==> src/rtl/mux_arbiter_pkg.sv <==
// mux_arbiter_pkg: shared definitions for the two-requester burst arbiter.
//   - state_e        : arbiter FSM state encoding
//   - DefaultDataW   : default data word width
//   - DefaultBurstMax: default max transfers per grant (legal 1..15)
//   - sat_inc8       : 8-bit saturating increment (grant statistics)
package mux_arbiter_pkg;

    localparam int unsigned DefaultDataW    = 7;
    localparam int unsigned DefaultBurstMax = 4;

    typedef enum logic [1:0] {
        StIdle   = 2'd0,
        StServeA = 2'd1,
        StServeB = 2'd2
    } state_e;

    function automatic logic [7:0] sat_inc8(input logic [7:0] v);
        return (v == 8'hFF) ? v : v + 8'd1;
    endfunction

endpackage

==> src/rtl/mux_arbiter_out_reg.sv <==
// mux_arbiter_out_reg: single-entry output register with valid/ready handshake.
// Ports:
//   clk, rst          - clock, asynchronous active-high reset
//   load              - capture data/src this cycle (sets out_valid)
//   data, src         - word and source tag to capture
//   out_ready         - downstream ready
//   out_valid         - register holds a word
//   out_data, out_src - held word and its source (0=A, 1=B)
module mux_arbiter_out_reg
    import mux_arbiter_pkg::*;
#(
    parameter int unsigned DATA_W = DefaultDataW
) (
    input  logic              clk,
    input  logic              rst,
    input  logic              load,
    input  logic [DATA_W-1:0] data,
    input  logic              src,
    input  logic              out_ready,
    output logic              out_valid,
    output logic [DATA_W-1:0] out_data,
    output logic              out_src
);

    always_ff @(posedge clk or posedge rst) begin
        if (rst) begin
            out_valid <= 1'b0;
            out_data  <= '0;
            out_src   <= 1'b0;
        end else if (load) begin
            // The load takes priority so a drain and a refill in the same cycle leave no bubble.
            out_valid <= 1'b1;
            out_data  <= data;
            out_src   <= src;
        end else if (out_ready) begin
            out_valid <= 1'b0;
        end
    end

endmodule

==> src/rtl/mux_arbiter.sv <==
// mux_arbiter: two-requester round-robin arbiter with bounded bursts and a
// registered output stage.
// Ports:
//   clk, rst                  - clock, asynchronous active-high reset
//   a_valid, a_data, a_ready  - requester A handshake
//   b_valid, b_data, b_ready  - requester B handshake
//   out_valid, out_data,
//   out_src, out_ready        - downstream handshake (out_src 0=A, 1=B)
//   busy                      - high whenever a grant is active
//   a_grants, b_grants        - saturating accepted-transfer counters, present
//                               only when MUX_ARBITER_STATS_EN is defined
module mux_arbiter
    import mux_arbiter_pkg::*;
#(
    parameter int unsigned DATA_W    = DefaultDataW,
    parameter int unsigned BURST_MAX = DefaultBurstMax
) (
    input  logic              clk,
    input  logic              rst,
    input  logic              a_valid,
    input  logic [DATA_W-1:0] a_data,
    output logic              a_ready,
    input  logic              b_valid,
    input  logic [DATA_W-1:0] b_data,
    output logic              b_ready,
    output logic              out_valid,
    output logic [DATA_W-1:0] out_data,
    output logic              out_src,
    output logic              busy,
    input  logic              out_ready
`ifdef MUX_ARBITER_STATS_EN
    ,
    output logic [7:0]        a_grants,
    output logic [7:0]        b_grants
`endif
);

    localparam logic [3:0] LastCnt = 4'(BURST_MAX - 1);

    state_e     state_q, state_d;
    logic [3:0] cnt_q, cnt_d;
    logic       rr_q, rr_d;  // requester granted last: 0=A, 1=B

    logic can_load;
    logic a_xfer, b_xfer;

    assign can_load = !out_valid || out_ready;
    assign a_ready  = (state_q == StServeA) && can_load;
    assign b_ready  = (state_q == StServeB) && can_load;
    assign a_xfer   = a_valid && a_ready;
    assign b_xfer   = b_valid && b_ready;
    assign busy     = (state_q != StIdle);

    always_comb begin
        state_d = state_q;
        cnt_d   = cnt_q;
        rr_d    = rr_q;
        unique case (state_q)
            StIdle: begin
                // Tie goes to A only if B was granted last.
                if (a_valid && (!b_valid || rr_q)) begin
                    state_d = StServeA;
                    cnt_d   = 4'd0;
                    rr_d    = 1'b0;
                end else if (b_valid) begin
                    state_d = StServeB;
                    cnt_d   = 4'd0;
                    rr_d    = 1'b1;
                end
            end
            StServeA: begin
                if (!a_valid || (a_xfer && cnt_q == LastCnt)) begin
                    if (b_valid) begin
                        state_d = StServeB;
                        cnt_d   = 4'd0;
                        rr_d    = 1'b1;
                    end else if (a_valid) begin
                        cnt_d = 4'd0;
                        rr_d  = 1'b0;
                    end else begin
                        state_d = StIdle;
                    end
                end else if (a_xfer) begin
                    cnt_d = cnt_q + 4'd1;
                end
            end
            StServeB: begin
                if (!b_valid || (b_xfer && cnt_q == LastCnt)) begin
                    if (a_valid) begin
                        state_d = StServeA;
                        cnt_d   = 4'd0;
                        rr_d    = 1'b0;
                    end else if (b_valid) begin
                        cnt_d = 4'd0;
                        rr_d  = 1'b1;
                    end else begin
                        state_d = StIdle;
                    end
                end else if (b_xfer) begin
                    cnt_d = cnt_q + 4'd1;
                end
            end
            default: state_d = StIdle;
        endcase
    end

    always_ff @(posedge clk or posedge rst) begin
        if (rst) begin
            state_q <= StIdle;
            cnt_q   <= 4'd0;
            rr_q    <= 1'b1;
        end else begin
            state_q <= state_d;
            cnt_q   <= cnt_d;
            rr_q    <= rr_d;
        end
    end

    mux_arbiter_out_reg #(
        .DATA_W (DATA_W)
    ) u_out_reg (
        .clk       (clk),
        .rst       (rst),
        .load      (a_xfer || b_xfer),
        .data      (b_xfer ? b_data : a_data),
        .src       (b_xfer),
        .out_ready (out_ready),
        .out_valid (out_valid),
        .out_data  (out_data),
        .out_src   (out_src)
    );

`ifdef MUX_ARBITER_STATS_EN
    logic [7:0] a_grants_q, b_grants_q;

    always_ff @(posedge clk or posedge rst) begin
        if (rst) begin
            a_grants_q <= 8'd0;
            b_grants_q <= 8'd0;
        end else begin
            if (a_xfer) a_grants_q <= sat_inc8(a_grants_q);
            if (b_xfer) b_grants_q <= sat_inc8(b_grants_q);
        end
    end

    assign a_grants = a_grants_q;
    assign b_grants = b_grants_q;
`endif

endmodule

==> config.mk <==
export PLATFORM = sky130hd
export DESIGN_NAME = mux_arbiter
export DESIGN_NICKNAME = d
export VERILOG_FILES = /design/src/rtl/mux_arbiter_pkg.sv /design/src/rtl/mux_arbiter_out_reg.sv /design/src/rtl/mux_arbiter.sv
export SDC_FILE = /design/constraint.sdc
export NUM_CORES = 1
export LEC_CHECK = 0
export BUFFER_PORTS_ARGS = -buffer_cell sky130_fd_sc_hd__buf_2
export CORE_MARGIN = 4
export CORE_UTILIZATION = 45
export DETAILED_ROUTE_END_ITERATION = 16
export PLACE_DENSITY = 0.79
export REMOVE_ABC_BUFFERS = 1
export SLEW_MARGIN = 40
export SYNTH_ARGS = -nofsm -noshare
export SYNTH_HDL_FRONTEND = slang
export SYNTH_SLANG_ARGS = --single-unit
==> constraint.sdc <==
create_clock -name clk -period 1.95 [get_ports clk]
set_input_delay 0.0975 -clock clk [delete_from_list [all_inputs] [get_ports clk]]
set_output_delay 0.0975 -clock clk [all_outputs]
set_load 0.1 [all_outputs]
==> parameters.txt, run 1 <==
Parameter                              Value

GRT
  GRT Resource Usage Total    15.6%
  Global-route wire length before repair    3.24 mm
  Number of global-route vias before repair    767
  Total global routing overflow    0
  Antenna violations before repair    0
  Pin count of the biggest net entering global routing    17

STA
  Setup-violating endpoint count in the final report    0
  Crit share post-route    93.3%
  Sum of negative setup slack    0 ns
  Slack of the critical path    0.131 ns
  Clk_skew    0.00251 ns
  Unrepaired setup endpoints after global routing    false
  Max Transition Viols Final    0
  Achievable clock frequency    0.550 GHz
  Final-report hold violation count    0
  Transition at the pin with the smallest max-transition slack    0.571 ns
  Final critical-path required period    1.82 ns
  Max-slew headroom    61.9%

Routing
  Total Routed Length    2.08 mm
  First DRT Iteration DRCs    8
  Avg WL per Cell    12.8 um
  Post-route antenna net violation count    0
  Via count normalized by instance count    5.09
  Vias post-DR    829
  First-pass detailed-route iteration total    4
  Residual DRC count    0

CTS
  Clock root buffer    clkbuf_4
  Num Clock Sinks    16
  Clock transition at path regs    0.08 ns
  Number of buffers inserted during clock tree synthesis    3
  Clock H-tree levels    1
  Post-CTS Setup Bufs    0
  Clock tree from TritonCTS    yes
  Clock latency on the worst-skew pair    0.28 ns
  Maximum count of clock buffers along a single path    2

Min path
  Type of the worst min-delay path    primary input to register
  Hold depth    3
  Worst hold path startpoint    b_data[4]
  Hold EP    u_out_reg.out_data[4]$_DFFE_PP0P_

Cells and area
  Count of filler cells inserted in the layout    174
  Leading cell types in the layout, fill and taps excluded    buf_2, dfrtp_1, a21oi_1
  Most common library cell in the layout ignoring fill and taps    buf_2
  Area Overhead vs Synth    21.5%
  ANT cells    0
  Proportion of layout cells with a drive suffix above 1    28.7%
  Nets    161
  Post-layout util    59.3%

Logic synthesis
  Total of warnings raised by yosys    0
  Number of flops mapped to enable cells by yosys    0
  Mean cell area of the mapped netlist    9.58 um2
  Post-synth design cell area    987 um2
  Cells after synthesis    103
  Async S/R FF share, synth    100%
  Distinct cell type count after synthesis    31
  Number of flip-flops and latches in the synthesized netlist    16
  Most common flop cell mapped by yosys    dfrtp_1
  Sequential area share after synthesis    40.7%

Worst setup path
  Largest stage delay on the critical path    0.42 ns
  Worst Setup Start Kind    register
  RR Endpoint    cnt_q[3]$_DFFE_PP0P_
  Setup slack, reg-to-reg    0.25 ns
  CP Class    register to output pin
  CP required    1.85 ns
  CP endpoint kind    output pin
  Worst path cell trace    inv_1 > ha_1 > and2_1 > buf_2
  Launch point of the worst reg-to-reg path    state_q[0]$_DFFE_PP0P_
  Slowest stage cell, crit path    buf_2
  Path depth of the worst reg2reg path    6
  CP arrival    1.72 ns
  Maximum fanout along the worst path    8

Floorplan
  I/O pin cnt    31
  Vertical die dimension    54.8 um
  Total core area    2020 um2
  Starting density of the core    48.8%
  Die Wd    54.8 um
  Die area    3010 um2
  Rows    16

Place
  Post-DP HPWL    1.60 mm
  RePlAce Congestion    0.821
  Number of buffers inserted by port buffering    30
  Setup WS pre-CTS    0.274 ns

Run status
  Status    completed

Job
  Count of max-cap constraint violations    0
## registers in the layout, summed over array words and instances, names as in the netlist
register / count
rr_q: 1
u_out_reg.out_valid: 1
cnt_q: 4
u_out_reg.out_data: 7
state_q: 2
u_out_reg.out_src: 1
## Yosys cell counts, types with 2 or more instances
library cell,count,area share [%]
nor3b_1,2,1.5
and2_1,3,1.9
nand2b_1,4,2.5
buf_2,3,1.5
nand2_1,3,1.1
o21ai_0,9,4.6
ha_1,5,6.3
dfrtp_1,15,38
mux2i_1,10,10
nand3_1,4,2.0
inv_1,6,2.3
a21oi_1,11,5.6
nor2_1,10,3.8
## per-layer routing
metal | global-route usage [%] | up-vias | share of wire [%]
li1 | - | 425 | -
met5 | 0 | - | 0
met3 | 5.72 | 2 | 4.0
met4 | 4.98 | 0 | 0.48
met2 | 26.0 | 13 | 52
met1 | 18.3 | 389 | 43
## timing repair
item | CTS | global route
endpoints found under the hold margin | 15 | 0
hold buffers | 1 | 0
setup endpoints to repair | 0 | 1
resized for setup | 0 | 1
## logic make-up (layout without fill, tap and decap cells)
| logic type | count (synthesis) | in the layout | share of synthesized area, % |
|---|---|---|---|
| AO/OA/AOI/OAI | 27 | 27 | 17.0 |
| adder cells (fa/ha/maj) | 5 | 5 | 6.34 |
| buffers and inverters | 9 | 42 | 3.80 |
| flip-flops | 16 | 16 | 40.7 |
| multiplexers | 11 | 11 | 11.3 |
| AND/OR/NAND/NOR | 35 | 35 | 20.9 |
## stage by stage
step	hold WS, ns	instances	instance area, um2
2_1_floorplan	0.0105	100	972
3_3_place_gp	0.184	158	1160
3_5_place_dp	0.185	158	1160
4_1_cts	0.0517	163	1200
5_1_grt	0.0659	163	1200
6_report	0.0646	163	1200
## critical path, delay by kind of cell (launching register included)
family                   cells  cell delay (ns)
buffers and inverters        2             0.52
flip-flops                   1             0.40
adder cells (fa/ha/maj)      1             0.35
AND/OR/NAND/NOR              1             0.18
## layout make-up
| class | instances | area, um2 | share of cell area (%) |
|---|---|---|---|
| multi-input cells | 78 | 548 | 45.7 |
| clock buffers | 4 | 26.3 | 2.19 |
| well taps | 27 | 33.8 | 2.82 |
| inverters | 6 | 22.5 | 1.88 |
| repair buffers | 32 | 168 | 14.0 |
| flip-flops and latches | 16 | 402 | 33.5 |
## how the worst max path moves through the flow
stage / start / end
after global placement: state_q[1]$_DFFE_PP0P_ / u_out_reg.out_data[6]$_DFFE_PP0P_
after CTS: state_q[1]$_DFFE_PP0P_ / a_ready
after detailed placement: state_q[1]$_DFFE_PP0P_ / u_out_reg.out_data[0]$_DFFE_PP0P_
after floorplan: state_q[0]$_DFFE_PP0P_ / state_q[0]$_DFFE_PP0P_
after global routing: state_q[1]$_DFFE_PP0P_ / a_ready
final: state_q[1]$_DFFE_PP0P_ / a_ready
Power of run 1 is left out: the tool's default activity adds up to more than one toggle a clock period on the data nets, which glitch-free logic cannot reach.
==> run 2, diff against run 1 <==
Clock period 1.95 ns to 2.13 ns, I/O delays scaled along.
==> parameters.txt, run 2 (synthesis results as in run 1) <==
Parameter                              Value

Floorplan
  Die Wd    54.8 um (unchanged)
  Starting density of the core    48.8% (unchanged)
  I/O pin cnt    31 (unchanged)
  Total core area    2020 um2 (unchanged)
  Die area    3010 um2 (unchanged)
  Vertical die dimension    54.8 um (unchanged)
  Rows    16 (unchanged)

Cells and area
  Count of filler cells inserted in the layout    187 (+7.5%)
  Nets    160 (-0.62%)
  Biggest regs    u_out_reg.out_data: 7 flops, cnt_q: 4 flops, state_q: 2 flops
  Register name with the most flops    u_out_reg.out_data
  Post-layout util    59.5% (+0.12 points)
  ANT cells    0 (unchanged)
  Leading cell types in the layout, fill and taps excluded    buf_2, dfrtp_1, a21oi_1
  Most common library cell in the layout ignoring fill and taps    buf_2
  Area Overhead vs Synth    21.8%
  Proportion of layout cells with a drive suffix above 1    28.9% (+0.21 points)
  Number of flip-flops under the largest register name    7 (unchanged)

STA
  Achievable clock frequency    0.542 GHz
  Sum of negative setup slack    0 ns (unchanged)
  Final critical-path required period    1.85 ns
  Crit share post-route    86.7%
  Unrepaired setup endpoints after global routing    false
  Setup-violating endpoint count in the final report    0 (unchanged)
  Max Transition Viols Final    0 (unchanged)
  Clk_skew    0.00419 ns (+0.00169 ns)
  Final-report hold violation count    0 (unchanged)
  Slack of the critical path    0.284 ns (+0.154 ns)
  Transition at the pin with the smallest max-transition slack    0.600 ns (+0.0283 ns)
  Max-slew headroom    60.0% (-1.9 points)

Routing
  Vias post-DR    840 (+1.3%)
  Post-route antenna net violation count    0 (unchanged)
  Via count normalized by instance count    5.19 (+2.0%)
  First DRT Iteration DRCs    7 (-1)
  First-pass detailed-route iteration total    4 (unchanged)
  Avg WL per Cell    12.5 um (-1.9%)
  Total Routed Length    2.03 mm (-2.5%)
  Residual DRC count    0 (unchanged)

GRT
  Global-route wire length before repair    3.17 mm (-1.9%)
  Antenna violations before repair    0 (unchanged)
  GRT Resource Usage Total    15.1% (-0.46 points)
  Number of global-route vias before repair    745 (-2.9%)
  Pin count of the biggest net entering global routing    17 (unchanged)
  Total global routing overflow    0 (unchanged)

Worst setup path
  CP Class    register to output pin
  Maximum fanout along the worst path    7 (-1)
  Worst path cell trace    inv_1 > ha_1 > and2_1 > buf_2
  CP endpoint kind    output pin
  Slowest stage cell, crit path    buf_2
  Worst Setup Start Kind    register
  CP required    2.02 ns (+0.17 ns)
  CP arrival    1.74 ns (+0.02 ns)
  Largest stage delay on the critical path    0.42 ns (about the same)

Job
  Count of max-cap constraint violations    0 (unchanged)

Place
  Post-DP HPWL    1.57 mm (-2.2%)
  RePlAce Congestion    0.882 (+7.4%)
  Number of buffers inserted by port buffering    30 (unchanged)
  Setup WS pre-CTS    0.389 ns (+0.115 ns)

CTS
  Clock root buffer    clkbuf_4
  Clock tree from TritonCTS    yes
  Clock H-tree levels    1 (unchanged)
  Clock latency on the worst-skew pair    0.29 ns (about the same)
  Num Clock Sinks    16 (unchanged)
  Maximum count of clock buffers along a single path    2 (unchanged)
  Clock transition at path regs    0.10 ns (+0.02 ns)
  Number of buffers inserted during clock tree synthesis    3 (unchanged)

Run status
  Status    completed

Min path
  Type of the worst min-delay path    primary input to register
-- run 2: cell types whose count changed in the layout (fill, tap and decap cells not counted) --
cell | before | now
clkbuf_8 | 0 | 1
buf_4 | 1 | 0
o21ai_1 | 2 | 1
o21ai_0 | 8 | 9
clkbuf_1 | 1 | 0
-- run 2: routing by layer --
layer  part of all wire, %  GRT usage, %
met1                    43          18.6
met2                    51          23.6
met3                   3.7          4.90
met4                   1.9          7.05
met5                     0             0
-- run 2: layout make-up --
cell class / instances / area (um2) / share of cell area (%)
tap: 27 / 33.8 / 2.81
timing repair buffer: 31 / 160 / 13.3
clock buffer: 4 / 36.3 / 3.02
multi-input combinational: 78 / 548 / 45.6
sequential: 16 / 402 / 33.4
inverter: 6 / 22.5 / 1.87
-- run 2: final timing paths --
path                       slack, ns  depth (start not counted)              startpoint                                end
setup / recovery                0.28                          4  state_q[0]$_DFFE_PP0P_                            b_ready
hold / removal                  0.06                          3               b_data[2]  u_out_reg.out_data[2]$_DFFE_PP0P_
setup reg to reg                0.37                          5  state_q[0]$_DFFE_PP0P_  u_out_reg.out_data[3]$_DFFE_PP0P_
hold reg to reg                 0.51                          1    cnt_q[3]$_DFFE_PP0P_               cnt_q[3]$_DFFE_PP0P_
max in group asynchronous       1.32                          3                     rst             state_q[0]$_DFFE_PP0P_
min in group asynchronous       0.42                          3                     rst  u_out_reg.out_data[3]$_DFFE_PP0P_
-- run 2: through the flow --
stage / hold slack (ns) / cells / area, um2
after floorplan: 0.0195 / 100 / 972
after global placement: 0.203 / 157 / 1160
after detailed placement: 0.202 / 157 / 1160
after CTS: 0.0644 / 162 / 1200
after global routing: 0.0693 / 162 / 1200
final: 0.0644 / 162 / 1200
-- run 2: what timing repair did --
| item | in CTS | in global routing |
|---|---|---|
| resized for setup | 0 | 0 |
| buffers inserted | 0 | 0 |
| endpoints found under the setup margin | 0 | 0 |
| hold buffers | 1 | 0 |
| endpoints found under the hold margin | 15 | 0 |
-- run 2: worst max-delay path, delay by kind of cell (launching register included) --
kind,cells,cell delay (ns)
fa+ha+maj,1,0.35
buf+inv,2,0.52
flops,1,0.41
simple gates,1,0.17
Power of run 2 is left out for the same reason.
==> run 3, diff against run 2 <==
Settings changed: GPL_TIMING_DRIVEN from default to 0.
==> parameters.txt, run 3 (synthesis results as in run 1) <==
Parameter                              Value

Run status
  Status    completed

Floorplan
  Die area    3010 um2 (unchanged)
  Total core area    2020 um2 (unchanged)
  Vertical die dimension    54.8 um (unchanged)
  Starting density of the core    48.8% (unchanged)
  Rows    16 (unchanged)
  Die Wd    54.8 um (unchanged)
  I/O pin cnt    31 (unchanged)

GRT
  GRT Resource Usage Total    14.7% (-0.41 points)
  Global-route wire length before repair    3.15 mm (-0.88%)
  Antenna violations before repair    0 (unchanged)
  Total global routing overflow    0 (unchanged)
  Number of global-route vias before repair    720 (-3.4%)
  Pin count of the biggest net entering global routing    17 (unchanged)

Cells and area
  ANT cells    0 (unchanged)
  Nets    160 (unchanged)
  Most common library cell in the layout ignoring fill and taps    buf_2
  Area Overhead vs Synth    21.8% (unchanged)
  Proportion of layout cells with a drive suffix above 1    28.9% (unchanged)
  Number of flip-flops under the largest register name    7 (unchanged)
  Leading cell types in the layout, fill and taps excluded    buf_2, dfrtp_1, a21oi_1
  Biggest regs    u_out_reg.out_data: 7 flops, cnt_q: 4 flops, state_q: 2 flops
  Register name with the most flops    u_out_reg.out_data

STA
  Final critical-path required period    1.84 ns (-0.00118 ns)
  Hold Slack    0.0744 ns (+0.00992 ns)
  Unrepaired setup endpoints after global routing    false
  Max-slew headroom    59.6% (-0.43 points)
  Setup-violating endpoint count in the final report    0 (unchanged)
  Sum of negative setup slack    0 ns (unchanged)
  Crit share post-route    86.6% (about the same)
  Max Transition Viols Final    0 (unchanged)
  Achievable clock frequency    0.542 GHz (about the same)
  Final-report hold violation count    0 (unchanged)
  Clk_skew    0.00830 ns (+0.00411 ns)
  Transition at the pin with the smallest max-transition slack    0.605 ns (+0.00538 ns)

Routing
  Avg WL per Cell    12.6 um (+0.54%)
  Via count normalized by instance count    5.07 (-2.1%)
  Total Routed Length    2.04 mm (+0.54%)
  First-pass detailed-route iteration total    4 (unchanged)
  Residual DRC count    0 (unchanged)
  Post-route antenna net violation count    0 (unchanged)
  Vias post-DR    822 (-2.1%)
  First DRT Iteration DRCs    14 (+7)

CTS
  Clock root buffer    clkbuf_4
  Clock latency on the worst-skew pair    0.29 ns (about the same)
  Clock H-tree levels    1 (unchanged)
  Clock tree from TritonCTS    yes
  Num Clock Sinks    16 (unchanged)
  Post-CTS Setup Bufs    0 (unchanged)
  Number of buffers inserted during clock tree synthesis    3 (unchanged)
  Maximum count of clock buffers along a single path    2 (unchanged)
  Clock transition at path regs    0.10 ns (about the same)

Worst setup path
  Maximum fanout along the worst path    8 (+1)
  CP Class    register to output pin
  CP endpoint kind    output pin
  CP required    2.02 ns (about the same)
  Worst Setup Start Kind    register
  CP arrival    1.74 ns (about the same)

Place
  Number of buffers inserted by port buffering    30 (unchanged)
  RePlAce Congestion    0.819 (-7.2%)
  Post-DP HPWL    1.56 mm (-0.40%)

Job
  Count of max-cap constraint violations    0 (unchanged)

Min path
  Type of the worst min-delay path    primary input to register
[run 3: critical path: stages (launching register included)]
cell	delay, ns
dfrtp_1	0.41
inv_1	0.10
ha_1	0.34
and2_1	0.17
buf_2	0.42
[run 3: metrics by stage]
stage                     utilization [%]  cell area, um2  setup WS [ns]  instances
final                                59.5            1200          0.286        162
after floorplan                         -             972          0.179        100
after global routing                 59.5            1200          0.164        162
after global placement               57.2            1160          0.457        157
after CTS                            59.5            1200          0.265        162
after detailed placement             57.2            1160          0.369        157
[run 3: path summary, 6_finish.rpt]
check	from	to	slack, ns	cells after the start
setup reg to reg	state_q[0]$_DFFE_PP0P_	u_out_reg.out_data[2]$_DFFE_PP0P_	0.35	5
hold reg to reg	cnt_q[3]$_DFFE_PP0P_	cnt_q[3]$_DFFE_PP0P_	0.51	1
setup / recovery	state_q[1]$_DFFE_PP0P_	a_ready	0.29	4
min in group asynchronous	rst	u_out_reg.out_src$_DFFE_PP0P_	0.43	3
max in group asynchronous	rst	u_out_reg.out_data[4]$_DFFE_PP0P_	1.31	3
hold / removal	b_data[0]	u_out_reg.out_data[0]$_DFFE_PP0P_	0.07	3
[run 3: layout make-up]
type / instances / area [um2]
Clock buffer: 4 / 36.3
Fill cell: 175 / 820
Inverter: 6 / 22.5
Multi-Input combinational cell: 78 / 548
Sequential cell: 16 / 402
Tap cell: 27 / 33.8
Timing Repair Buffer: 31 / 160
[run 3: what timing repair did]
| action | 4_1_cts | 5_1_grt |
|---|---|---|
| resized for setup | 0 | 0 |
| hold buffers | 1 | 0 |
| hold endpoints to repair | 15 | 0 |
[run 3: routing by layer]
metal	global-route usage, %	vias up	part of all wire (%)
met3	3.27	2	3.5
met1	18.8	379	46
met2	24.0	13	50
met5	0	-	0
met4	5.39	0	0.78
li1	-	428	-
Power of run 3 is left out for the same reason.
